`src/rtl/branch_pkg.sv`:
```
// Shared types and helpers for the bimodal branch predictor.
package branch_pkg;

    typedef enum logic [1:0] {
        SNT = 2'b00,
        WNT = 2'b01,
        WT  = 2'b10,
        ST  = 2'b11
    } bht_state_t;

    localparam bht_state_t BHT_INIT = WNT;

    // Saturating step of a 2-bit counter toward the resolved outcome.
    function automatic bht_state_t bht_next(bht_state_t s, logic taken);
        bht_state_t n;
        n = s;
        if (taken) begin
            case (s)
                SNT:     n = WNT;
                WNT:     n = WT;
                default: n = ST;
            endcase
        end else begin
            case (s)
                ST:      n = WT;
                WT:      n = WNT;
                default: n = SNT;
            endcase
        end
        return n;
    endfunction

endpackage

```
`src/rtl/branch_predict_unit_if.sv`:
```
// ID lookup, EX resolve and redirect/statistics signals of the branch predictor.
interface branch_predict_unit_if #(
    parameter int WIDTH = 32
);
    logic [WIDTH-1:0] id_pc;
    logic             id_pred_taken;
    logic             ex_valid;
    logic             ex_branch;
    logic             ex_stall;
    logic [WIDTH-1:0] ex_pc;
    logic             ex_pred_taken;
    logic             ex_taken;
    logic [WIDTH-1:0] ex_target;
    logic             bht_clear;
    logic             redirect;
    logic [WIDTH-1:0] redirect_pc;
    logic             flush;
    logic [31:0]      branch_count;
    logic [31:0]      mispredict_count;

    // Pipeline side: presents PCs and resolved outcomes, consumes redirects.
    modport master (
        output id_pc, ex_valid, ex_branch, ex_stall, ex_pc, ex_pred_taken,
               ex_taken, ex_target, bht_clear,
        input  id_pred_taken, redirect, redirect_pc, flush,
               branch_count, mispredict_count
    );

    // Predictor side.
    modport slave (
        input  id_pc, ex_valid, ex_branch, ex_stall, ex_pc, ex_pred_taken,
               ex_taken, ex_target, bht_clear,
        output id_pred_taken, redirect, redirect_pc, flush,
               branch_count, mispredict_count
    );
endinterface

```
`src/rtl/branch_sat_counter.sv`:
```
// One 2-bit saturating counter of the branch history table.
module branch_sat_counter
    import branch_pkg::*;
(
    input  logic       clk,
    input  logic       reset,
    input  logic       clear,
    input  logic       en,
    input  logic       taken,
    output bht_state_t state
);

    bht_state_t r_state;

    // Counter state: clear has priority over a training step.
    always_ff @(posedge clk or posedge reset) begin
        if (reset) begin
            r_state <= BHT_INIT;
        end else if (clear) begin
            r_state <= BHT_INIT;
        end else if (en) begin
            r_state <= bht_next(r_state, taken);
        end
    end

    assign state = r_state;

endmodule

```
`src/rtl/branch_predict_unit.sv`:
```
// Bimodal branch predictor: counter table lookup for ID, training,
// misprediction redirect/flush and branch statistics for EX.
module branch_predict_unit
    import branch_pkg::*;
#(
    parameter int WIDTH   = 32,
    parameter int ENTRIES = 64
) (
    input  logic                 clk,
    input  logic                 reset,
    branch_predict_unit_if.slave bus
);

    localparam int IDX = $clog2(ENTRIES);

    bht_state_t       w_state [ENTRIES];
    logic [ENTRIES-1:0] w_en;
    logic [IDX-1:0]   w_lk_idx;
    logic [IDX-1:0]   w_upd_idx;
    logic             w_res;
    logic             w_mispredict;
    logic [WIDTH-1:0] w_pc_plus4;
    bht_state_t       w_lk_state;
    logic             w_unused_bits;

    logic [31:0]      r_branch_count;
    logic [31:0]      r_mispredict_count;

    assign w_lk_idx     = bus.id_pc[IDX+1:2];
    assign w_upd_idx    = bus.ex_pc[IDX+1:2];
    assign w_res        = bus.ex_valid & bus.ex_branch & ~bus.ex_stall;
    assign w_mispredict = bus.ex_valid & bus.ex_branch & (bus.ex_taken != bus.ex_pred_taken);
    assign w_pc_plus4   = bus.ex_pc + WIDTH'(4);

    // Alias bits above the index and byte-offset bits play no part in lookup.
    assign w_unused_bits = ^{bus.id_pc[WIDTH-1:IDX+2], bus.id_pc[1:0], bus.ex_pc[1:0]};

    // Update decode: one-hot enable for the entry addressed by ex_pc.
    always_comb begin
        w_en = '0;
        if (w_res) begin
            w_en[w_upd_idx] = 1'b1;
        end
    end

    genvar g;
    generate
        for (g = 0; g < ENTRIES; g++) begin : g_bht
            branch_sat_counter u_ctr (
                .clk   (clk),
                .reset (reset),
                .clear (bus.bht_clear),
                .en    (w_en[g]),
                .taken (bus.ex_taken),
                .state (w_state[g])
            );
        end
    endgenerate

    // Lookup mux: reads registered state, so a same-cycle update is not bypassed.
    always_comb begin
        w_lk_state        = w_state[w_lk_idx];
        bus.id_pred_taken = (w_lk_state == WT) || (w_lk_state == ST);
    end

    // Redirect: fall-through address unless a taken branch was mispredicted.
    always_comb begin
        bus.redirect    = w_mispredict;
        bus.flush       = w_mispredict;
        bus.redirect_pc = w_pc_plus4;
        if (w_mispredict && bus.ex_taken) begin
            bus.redirect_pc = bus.ex_target;
        end
    end

    // Statistics: counted once per unstalled resolve; clear wins over counting.
    always_ff @(posedge clk or posedge reset) begin
        if (reset) begin
            r_branch_count     <= '0;
            r_mispredict_count <= '0;
        end else if (bus.bht_clear) begin
            r_branch_count     <= '0;
            r_mispredict_count <= '0;
        end else if (w_res) begin
            r_branch_count <= r_branch_count + 32'd1;
            if (bus.ex_taken != bus.ex_pred_taken) begin
                r_mispredict_count <= r_mispredict_count + 32'd1;
            end
        end
    end

    assign bus.branch_count     = r_branch_count;
    assign bus.mispredict_count = r_mispredict_count;

endmodule

```
`src/flat_wrapper.sv`:
```
// flat-port wrapper written by rule: the top's interface ports become plain ports
module branch_predict_unit_flat import branch_pkg::*;
#(
    parameter int WIDTH   = 32,
    parameter int ENTRIES = 64
)
  (clk, reset, bus_id_pc, bus_ex_valid, bus_ex_branch, bus_ex_stall, bus_ex_pc, bus_ex_pred_taken, bus_ex_taken, bus_ex_target, bus_bht_clear, bus_id_pred_taken, bus_redirect, bus_redirect_pc, bus_flush, bus_branch_count, bus_mispredict_count);
  branch_predict_unit_if #(.WIDTH(WIDTH)) bus_i ();
  input  logic clk;
  input  logic reset;
  input wire logic [$bits(bus_i.id_pc)-1:0] bus_id_pc;
  input wire logic [$bits(bus_i.ex_valid)-1:0] bus_ex_valid;
  input wire logic [$bits(bus_i.ex_branch)-1:0] bus_ex_branch;
  input wire logic [$bits(bus_i.ex_stall)-1:0] bus_ex_stall;
  input wire logic [$bits(bus_i.ex_pc)-1:0] bus_ex_pc;
  input wire logic [$bits(bus_i.ex_pred_taken)-1:0] bus_ex_pred_taken;
  input wire logic [$bits(bus_i.ex_taken)-1:0] bus_ex_taken;
  input wire logic [$bits(bus_i.ex_target)-1:0] bus_ex_target;
  input wire logic [$bits(bus_i.bht_clear)-1:0] bus_bht_clear;
  output wire logic [$bits(bus_i.id_pred_taken)-1:0] bus_id_pred_taken;
  output wire logic [$bits(bus_i.redirect)-1:0] bus_redirect;
  output wire logic [$bits(bus_i.redirect_pc)-1:0] bus_redirect_pc;
  output wire logic [$bits(bus_i.flush)-1:0] bus_flush;
  output wire logic [$bits(bus_i.branch_count)-1:0] bus_branch_count;
  output wire logic [$bits(bus_i.mispredict_count)-1:0] bus_mispredict_count;
  assign bus_i.id_pc = bus_id_pc;
  assign bus_i.ex_valid = bus_ex_valid;
  assign bus_i.ex_branch = bus_ex_branch;
  assign bus_i.ex_stall = bus_ex_stall;
  assign bus_i.ex_pc = bus_ex_pc;
  assign bus_i.ex_pred_taken = bus_ex_pred_taken;
  assign bus_i.ex_taken = bus_ex_taken;
  assign bus_i.ex_target = bus_ex_target;
  assign bus_i.bht_clear = bus_bht_clear;
  assign bus_id_pred_taken = bus_i.id_pred_taken;
  assign bus_redirect = bus_i.redirect;
  assign bus_redirect_pc = bus_i.redirect_pc;
  assign bus_flush = bus_i.flush;
  assign bus_branch_count = bus_i.branch_count;
  assign bus_mispredict_count = bus_i.mispredict_count;
  branch_predict_unit #(.WIDTH(WIDTH), .ENTRIES(ENTRIES)) u_core (.clk(clk), .reset(reset), .bus(bus_i));
endmodule
```
`config.mk`:
```
export PLATFORM = sky130hd
export DESIGN_NAME = branch_predict_unit_flat
export DESIGN_NICKNAME = d
export VERILOG_FILES = /design/src/rtl/branch_pkg.sv /design/src/rtl/branch_predict_unit_if.sv /design/src/rtl/branch_sat_counter.sv /design/src/rtl/branch_predict_unit.sv /design/src/flat_wrapper.sv
export SDC_FILE = /design/constraint.sdc
export NUM_CORES = 1
export LEC_CHECK = 0
export BUFFER_PORTS_ARGS = -buffer_cell sky130_fd_sc_hd__buf_4
export CAP_MARGIN = 20
export CORE_MARGIN = 2
export CORE_UTILIZATION = 45
export CTS_CLUSTER_SIZE = 24
export DETAILED_ROUTE_END_ITERATION = 12
export PLACE_DENSITY = 0.73
export SLEW_MARGIN = 25
export SYNTH_ARGS = -nofsm -noshare
export SYNTH_HDL_FRONTEND = slang
export SYNTH_SLANG_ARGS = --single-unit
```
`constraint.sdc`:
```
create_clock -name clk -period 7.05 [get_ports clk]
set_clock_uncertainty 0.05 [all_clocks]
set_input_delay 0.3525 -clock clk [delete_from_list [all_inputs] [get_ports clk]]
set_output_delay 0.3525 -clock clk [all_outputs]
set_load 0.02 [all_outputs]
```
==> results_dict.tcl <==
set metrics [dict create \
    setup_viol 0 \
    yosys_warnings 0 \
    die_area_sq_um 27360 \
    peakVddDrop_v 0.0001174 \
    grt_overflow_total 0 \
    htreeDepth 4 \
    syn_nets 1498 \
    synth.area.top_cells "dfrtp_1 27%, dfstp_2 14%, a21oi_1 7.0%, o21ai_0 5.9%, nor2_1 4.9%" \
    io_buffers 176 \
    vias_per_cell 5.887 \
    cp_slowest_stage_delay_ns 0.82 \
    slew_violations 0 \
    antenna_cells 0 \
    setup_tns_ns 0 \
    crit_required_ns 6.65 \
    cts_buffer_depth 2 \
    synth-async-reset-ratio_pct 100.0 \
    slew_headroom_pct 30.29 \
    ys_seq_area_share_pct 41.66 \
    wirelength_mm 31.20 \
    synth_seq_cells 192 \
    hpwlAfterDp_mm 19.95 \
    cts_hold_buf 0 \
    area_delta_synth_final_pct 17.77 \
    nFillCells 2426 \
    crit_family "simple AND/OR/NAND/NOR gates" \
    chipWidth_microns 165.4 \
    dr_total_vias 10890 \
    rsz0062_at_grt "false" \
    critPathMaxFanout 21 \
    fin_nets 1608 \
    slowest_stage "and3_1" \
    report.final.hold_viol_count 7 \
    core_sq_um 25840 \
    syn_inst 1391 \
    ctsResizeCount 0 \
    die_h_microns 165.4 \
    gp_congestion 0.8847 \
    crit_path_end_kind "primary output" \
    critical_path.n_buffers_inverters 2 \
    yosys.area.top_type "dfrtp_1" \
    worstSetupPathType "in2out" \
    grt_pass1_vias 9802 \
    rows 59 \
    clock_sinks 192 \
    ant_nets 0 \
    grt_max_degree 121 \
    firstDrtPassIters 5 \
    synth_edf_count 0 \
    fin_util_pct 53.44 \
    setup.worst_path.start_class "input port" \
    ys_types 56 \
    antenna_found_initial 0 \
    worst_pin_slew_ns 1.046 \
    hp-class "in2async" \
    drive_above_1_share_pct 20.94 \
    max_clock_freq_mhz 326.3 \
    synth.cell_area_sq_um 11720 \
    final_common_cell "buf_4" \
    start_util_pct 45.38 \
    io_pins 203 \
    period_share_pct 43.47 \
    cp_common_cell "buf_4" \
    outcome "finished, violations left" \
    track_usage_pct 22.26 \
    clockRootBuffer "clkbuf_16" \
    hold_ws_ns -0.03512 \
    maxCapViolCount 0 \
    path_cells "buf_4, and3_1, nand2_1, nor4_1, xnor2_1, a21oi_1, buf_4" \
    drt_iter0_drc 1100 \
    numCtsBuffers 17 \
    tritoncts "built" \
    p_per_area_nw_per_um2 173.0 \
    cp.arrival_ns 2.66 \
    drcViolationCount 0 \
    cp-startpoint "bus_ex_pc[2]" \
    wl_per_cell_microns 16.87 \
    r2r_start "u_core.bus.mispredict_count[2]" \
    period_needed_ns 3.064 \
    clkLatencyLatePin_ns 0.44 \
    violations "hold timing" \
    synth_top_cell_area_share_pct 27.32 \
    synth_flop_cell "dfrtp_1" \
    syn_avg_cell_area_sq_um 8.428 \
    r2r_slack_ns 4.52 \
    cts_setup_buffers 0 \
    grt_pass1_wl_mm 49.06 \
    layout_common_cells "183 x buf_4, 165 x a21oi_1, 153 x nor2_1" \
    cts.clk_slew.worst_paths_ns 0.08 \
    p_leak_nw 5.886 \
]
[final cells by class]
| class | count | area [sq um] | area share [%] |
|---|---|---|---|
| repair buffers | 184 | 1385 | 10.03 |
| flip-flops and latches | 192 | 4885 | 35.38 |
| multi-input cells | 1052 | 6296 | 45.60 |
| clock inverters | 15 | 186.4 | 1.350 |
| well taps | 335 | 419.2 | 3.036 |
| inverters | 54 | 210.2 | 1.522 |
| clock buffers | 17 | 425.4 | 3.081 |
[path summary, 6_finish.rpt]
path / end / depth (start not counted)
worst max-delay path: bus_redirect_pc[31] / 7
worst min-delay path: u_core.bus.mispredict_count[24] / 2
worst max register to register: u_core.bus.mispredict_count[29] / 5
worst min register to register: u_core.g_bht[32].u_ctr.state[1] / 2
max in group asynchronous: u_core.g_bht[46].u_ctr.state[1] / 3
min in group clk: u_core.bus.branch_count[3] / 4
[layer usage]
| layer | global-route usage [%] | wire length (microns) | vias up | share of wire, % |
|---|---|---|---|---|
| met2 | 36.67 | 15260 | 312 | 49 |
| met5 | 0 | 0 | - | 0 |
| li1 | - | - | 5199 | - |
| met3 | 3.896 | 1699 | 46 | 5.4 |
| met4 | 6.152 | 528 | 0 | 1.7 |
| met1 | 30.35 | 13710 | 5328 | 44 |
[cells by family (layout without fill, tap and decap cells)]
logic type,after synthesis,after routing,synth area share (%)
flops,192,192,41.66
xor+xnor,64,64,4.781
mux,34,34,4.717
simple gates,553,553,24.01
compound gates,397,397,19.64
buf+inv,147,270,4.781
fa+ha+maj,4,4,0.4056
[metrics by stage]
step,power (W),cell area (sq um),std cells,setup slack (ns)
2_1_floorplan,0.001291,11720,1391,1.526
3_3_place_gp,0.001391,13190,1817,3.883
3_5_place_dp,0.001395,13200,1817,3.827
4_1_cts,0.002408,13810,1849,4.013
5_1_grt,0.002472,13810,1849,3.822
6_report,0.002389,13810,1849,3.986
[power breakdown]
| part | leakage [nW] | internal, W | total (W) | switching, W |
|---|---|---|---|---|
| Clock | 0.302 | 0.000515 | 0.00101 | 0.000498 |
| Sequential | 2.46 | 0.00111 | 0.00112 | 0.0000115 |
| Combinational | 3.12 | 0.0000923 | 0.000251 | 0.000159 |
[synth_stat cells, drive strengths merged (9+ instances only)]
cell type / number
mux4: 16
mux2: 10
or3: 15
clkbuf: 85
nand4: 20
a21oi: 166
xnor2: 30
nor4: 20
nand3: 32
nor3: 73
a211o: 56
o21ai: 139
nor2: 154
nand2: 105
and4: 9
and3: 64
dfrtp: 128
a21o: 16
xor2: 34
nand2b: 11
dfstp: 64
nand3b: 10
inv: 54
[flip-flops by register name (all words and copies together) (netlist names)]
| register | flops |
|---|---|
| u_core.g_bht.u_ctr.state | 128 |
| u_core.bus.branch_count | 32 |
| u_core.bus.mispredict_count | 32 |
[worst register-to-register path: stages (launching register included)]
cell	delay [ns]
dfrtp_1	0.47
and4_1	0.29
nand3_2	0.18
or4_1	0.78
or4_1	0.54
a21oi_1	0.15
Power figures use the tool's default switching activity.
